`config.mk`:
```
export PLATFORM = sky130hd
export DESIGN_NAME = regfile_write_arbiter
export DESIGN_NICKNAME = d
export VERILOG_FILES = /design/src/rtl/regfile_write_arbiter.sv
export SDC_FILE = /design/constraint.sdc
export NUM_CORES = 1
export LEC_CHECK = 0
export CAP_MARGIN = 20
export CORE_MARGIN = 3
export CORE_UTILIZATION = 32
export DETAILED_ROUTE_END_ITERATION = 10
export GPL_TIMING_DRIVEN = 0
export PLACE_DENSITY = 0.86
export SYNTH_ARGS = -nofsm -noshare
export SYNTH_HDL_FRONTEND = slang
export SYNTH_SLANG_ARGS = --single-unit
```
`constraint.sdc`:
```
create_clock -name CLK -period 3.2 [get_ports CLK]
set_input_delay 0.64 -clock CLK [delete_from_list [all_inputs] [get_ports CLK]]
set_output_delay 0.64 -clock CLK [all_outputs]
set_load 0.01 [all_outputs]
```
`src/rtl/regfile_write_arbiter.sv`:
```
// Round-robin arbiter sharing the register file write port between ALU and load writeback,
// with a registered write drive and bypass of the in-flight write onto both read ports.
module regfile_write_arbiter #(
    parameter int DATA_W = 16,
    parameter int ADDR_W = 4
) (
    input  logic              CLK,
    input  logic              RESET_N,
    input  logic              hold,
    input  logic              req0_valid,
    input  logic [ADDR_W-1:0] req0_addr,
    input  logic [DATA_W-1:0] req0_data,
    input  logic              req1_valid,
    input  logic [ADDR_W-1:0] req1_addr,
    input  logic [DATA_W-1:0] req1_data,
    output logic              gnt0,
    output logic              gnt1,
    output logic [DATA_W-1:0] writeData,
    output logic [ADDR_W-1:0] writeReg,
    output logic              RegWriteControl,
    input  logic [ADDR_W-1:0] read1,
    input  logic [ADDR_W-1:0] read2,
    input  logic [DATA_W-1:0] regOutA,
    input  logic [DATA_W-1:0] regOutB,
    output logic [DATA_W-1:0] bypOutA,
    output logic [DATA_W-1:0] bypOutB,
    output logic              busy
);

    logic              last_q, last_d;
    logic [DATA_W-1:0] wdata_q, wdata_d;
    logic [ADDR_W-1:0] waddr_q, waddr_d;
    logic              wen_q, wen_d;
    logic              grant_ok;

    // last_q = 1 means port 1 won most recently, so port 0 wins the next contest.
    always_comb begin
        grant_ok = RESET_N & ~hold;
        gnt0     = grant_ok & req0_valid & (~req1_valid | last_q);
        gnt1     = grant_ok & req1_valid & (~req0_valid | ~last_q);
    end

    always_comb begin
        last_d  = last_q;
        wdata_d = wdata_q;
        waddr_d = waddr_q;
        wen_d   = 1'b0;
        if (gnt0) begin
            wdata_d = req0_data;
            waddr_d = req0_addr;
            wen_d   = 1'b1;
            last_d  = 1'b0;
        end else if (gnt1) begin
            wdata_d = req1_data;
            waddr_d = req1_addr;
            wen_d   = 1'b1;
            last_d  = 1'b1;
        end
    end

    always_ff @(posedge CLK or negedge RESET_N) begin
        if (!RESET_N) begin
            last_q  <= 1'b1;
            wdata_q <= '0;
            waddr_q <= '0;
            wen_q   <= 1'b0;
        end else begin
            last_q  <= last_d;
            wdata_q <= wdata_d;
            waddr_q <= waddr_d;
            wen_q   <= wen_d;
        end
    end

    assign writeData       = wdata_q;
    assign writeReg        = waddr_q;
    assign RegWriteControl = wen_q;

    // The register file commits only at the next edge, so forward the pending write.
    assign bypOutA = (wen_q && (waddr_q == read1)) ? wdata_q : regOutA;
    assign bypOutB = (wen_q && (waddr_q == read2)) ? wdata_q : regOutB;

    assign busy = wen_q | req0_valid | req1_valid;

endmodule

```
* Word-level counts from Yosys, hierarchy flattened
Cells that the tools add are included.
** Storage, ports and cells
- Register bits after elaboration :: 22
- Latch bits :: 0
- RAM bits :: 0
- ROM bits :: 0
- Input port bits :: 85
- Output and inout port bits :: 56
- Logic and storage cells :: 32
- Memories kept :: 0
** Cells by class
- $add $sub $neg :: 0
- Multipliers :: 0
- Div/mod/pow operators :: 0
- Order comparisons :: 0
- Equality and inequality tests :: 2
- Shifts and indexed selects :: 0
- Mux-type cells :: 10
- Bitwise operators :: 13
- Reductions and logical operators :: 3
** Operator list (number)
- two-way mux 16 bit :: 4
- == test 4 bit :: 2
- two-way mux 4 bit :: 2
- bitwise AND 1 bit :: 5
- two-way mux 1 bit :: 4
- NOT 1 bit :: 4
- OR 1 bit :: 4
- logical AND 1 bit :: 2
- nonzero test 2 bit :: 1

* Logic depth before layout (Yosys ltp)
- Depth after elaboration :: 6
- Gate-level depth with buffers :: 5
- Mapped depth without buffers :: 4

* Least setup slack after synthesis
Ideal clock, no wire load.
- Path type :: in2out
- From :: in read2[0]
- To :: out bypOutB[10]
- Data arrival time :: 1.860 ns
- Path slack :: 0.700 ns
- Stages on the path :: 5
- Cell sequence :: inv_1 > a222oi_1 > nor3b_4 > buf_6 > mux2_2
** Between the ends
- Cells in the longest elaborated chain, start to end :: 3
** RTL lines
- start: declaration :: line 22 : input logic [ADDR_W-1:0] read2,
- == test 4 bit :: line 81 : assign bypOutB = (wen_q && (waddr_q == read2)) ? wdata_q : regOutB;
- logical AND 1 bit :: line 81
- two-way mux 16 bit :: line 81
- end: declaration :: line 26 : output logic [DATA_W-1:0] bypOutB,
No other way between the ends.

* Worst setup path in the final report
- From :: in read1[1]
- To :: out bypOutA[15]
** Between the ends
- Cells in the longest elaborated chain, start to end :: 3
** RTL lines
- start: declaration :: line 21 : input logic [ADDR_W-1:0] read1,
- == test 4 bit :: line 80 : assign bypOutA = (wen_q && (waddr_q == read1)) ? wdata_q : regOutA;
- logical AND 1 bit :: line 80
- two-way mux 16 bit :: line 80
- end: declaration :: line 25 : output logic [DATA_W-1:0] bypOutA,
No other way between the ends.

==> reports/qor.yml <==
critical_path:
  crit_end: "bypOutA[15]"
  cp_max_fo: 6
  r2r_end: "writeData[11]"
  timing.rr.start: "last_q"
  critPathRequiredTime_ns: 2.56
  path_class: "primary input to output port"
  cp-startpoint: "read1[1]"
  start_kind: "primary input"
  cp-end-kind: "output port"
  arrival_ns: 2.44
  reg2reg_slack_ns: 1.37
  r2r_cells: 4
sta:
  setup_viol: 0
  clock_skew_ns: 0.00245
  slew_headroom_pct: 66.1
  max_freq_mhz: 324
  slew_violations: 0
  finalCritPeriodShare_pct: 96.4
  fin_crit_ns: 3.08
  finalHoldViolCount: 0
  finalSetupTns_ns: 0
  final.setup.worst_slack_ns: 0.115
  rsz0062_at_grt: "false"
  worst_slew_pin_slew_ns: 0.508
route:
  first_pass_iters: 4
  drt_wl_total_mm: 6.48
  vias: 1898
  routedWlPerCell_um: 17.9
  drc: 0
  vias_per_cell: 5.24
  postRouteAntennaNets: 0
  drtIter0Drc: 45
pwr:
  seq_power_share_pct: 37.7
  intPower_uw: 697
  p_sw_share_pct: 30.2
  leakage_nw: 1.35
  clock_power_share_pct: 20.1
  ir_worst_vdd_mv: 0.230
  comb_power_share_pct: 42.2
  powerDensity_nw_per_um2: 321
  total_power_uw: 999
  p_sw_uw: 302
placement:
  pre_cts_ws_ns: -0.808
  io_buffers: 140
  dp_hpwl_mm: 4.76
  place_congestion: 0.782
logic_synthesis:
  syn-instance-count: 149
  yosysUniqueCellTypes: 22
  syn_area_per_cell_um2: 9.75
  yosysTopAreaCell: "dfrtp_1"
  synth-async-reset-ratio_pct: 100
  synth.cell_area_um2: 1450
  synth_warnings: 0
  synth_nets: 234
  ys_seq_area_share_pct: 38.0
  synth-main-ff-cell: "dfrtp_1"
  synth_top_area_share_pct: 36.2
  yosys-top-cells-area: "dfrtp_1 36%, mux2_2 25%, o22ai_1 8.6%"
  ys_ff_latch: 22
  synth-edff-count: 0
cells_and_area:
  drive_above_1_share_pct: 24.0
  num_antenna_cells: 0
  area_growth_pct: 114
  nets: 398
cts:
  clockBufferDepth: 2
  clockRootBuffer: "clkbuf_8"
  cts.sinks: 22
  clk_latency_ns: 0.26
  cts_tree: "yes"
  htree_levels: 1
  clk_pin_slew_ns: 0.08
  numCtsBuffers: 3
die:
  die_height_um: 73.4
  ios: 141
  die_x_um: 73.4
  rows: 23
  core_um2: 4170
  start_util_pct: 34.8
  die_area_um2: 5380
global_routing:
  antenna_found_initial: 0
  grt_overflow_total: 0
  grt_max_degree: 24
  grt_pass1_wl_mm: 9.43
  grt.total_usage_pct: 22.8
  grt_pass1_vias: 1900
job:
  maxCapViolCount: 0
status:
  status: "completed"
hold_path:
  worstHoldPathType: "primary input to async pin"
-- layer usage --
layer	vias up	track usage, %	share of wire (%)
met5	-	0	0
met4	0	8.05	3.2
met3	16	4.10	7.2
met2	90	42.1	53
met1	918	26.0	36
li1	874	-	-
-- repair_timing --
item | in CTS | in global routing
hold buffers | 0 | 0
pin swaps | 2 | 2
endpoints found under the setup margin | 34 | 30
setup buffers | 17 | 1
resized for setup | 91 | 4
cloned | 2 | 0
-- cells by family after synthesis --
kind of cell | Yosys count | synth area share [%]
compound gates | 46 | 18.7
xor+xnor | 5 | 3.01
buf+inv | 15 | 4.91
flops | 22 | 38.0
mux | 32 | 24.8
simple gates | 29 | 10.6
-- synthesized netlist by cell type (2+ instances only) --
cell / instances
nand2_1: 22
inv_1: 5
nand2b_1: 2
xor2_1: 4
clkbuf_1: 8
buf_6: 2
mux2_2: 32
o21ai_0: 21
dfrtp_1: 21
o22ai_1: 20
-- per-stage QoR --
stage          cell area [um2]  hold WS, ns  util, %  std cells
2_1_floorplan             1450        0.344        -        149
3_3_place_gp              2920        0.509     69.9        339
3_5_place_dp              2920        0.517     69.9        339
4_1_cts                   3090        0.262     74.1        362
5_1_grt                   3110        0.263     74.5        362
6_report                  3110        0.256     74.5        362
-- worst max-delay path: stages --
cell	delay, ns
clkdlybuf4s50_1	0.41
xor2_1	0.17
nor4_4	0.27
buf_4	0.16
buf_4	0.15
mux2_2	0.36
dlygate4sd2_1	0.29
-- placed cells by master (no fill, tap or decap), drive strengths merged, types with 2 or more instances in the layout --
cell           Yosys  layout
clkdlybuf4s50      0     104
o21ai             22      22
inv                5       5
nand2             22      22
mux2              32      32
dfrtp             21      21
xor2               4       4
o22ai             20      20
clkdlybuf4s15      0       9
dlygate4sd2        0      16
buf                2      32
clkbuf             8      11
nand2b             2       2
-- sequential cells by signal (all words and copies together), names as in the netlist --
name	cells
RegWriteControl	1
writeData	16
writeReg	4
last_q	1
-- worst min path at each step --
stage / to / start / slack, ns / depth (start not counted)
CTS: writeReg[3] / RESET_N / 0.26 / 1
global route: writeData[14] / RESET_N / 0.26 / 1
floorplan: RegWriteControl / RESET_N / 0.34 / 0
global placement: writeData[3] / writeData[3] / 0.51 / 2
finish: writeData[14] / RESET_N / 0.26 / 1
detailed placement: last_q / last_q / 0.52 / 1
-- power by group through the flow --
stage | clock network [mW] | logic, mW | registers (mW)
2_1_floorplan | 0 | 0.131 | 0.389
3_3_place_gp | 0 | 0.416 | 0.378
3_5_place_dp | 0 | 0.425 | 0.381
4_1_cts | 0.201 | 0.422 | 0.376
5_1_grt | 0.217 | 0.453 | 0.384
6_report | 0.201 | 0.421 | 0.377
-- cell type report --
| type | count | area (um2) |
|---|---|---|
| Timing Repair Buffer | 160 | 1530 |
| Fill cell | 332 | 1060 |
| Multi-Input combinational cell | 112 | 841 |
| Sequential cell | 22 | 552 |
| Tap cell | 50 | 62.6 |
| Clock buffer | 4 | 55.1 |
| Buffer | 9 | 48.8 |
| Inverter | 5 | 18.8 |
Note: power is estimated with default switching activity, not from simulation.
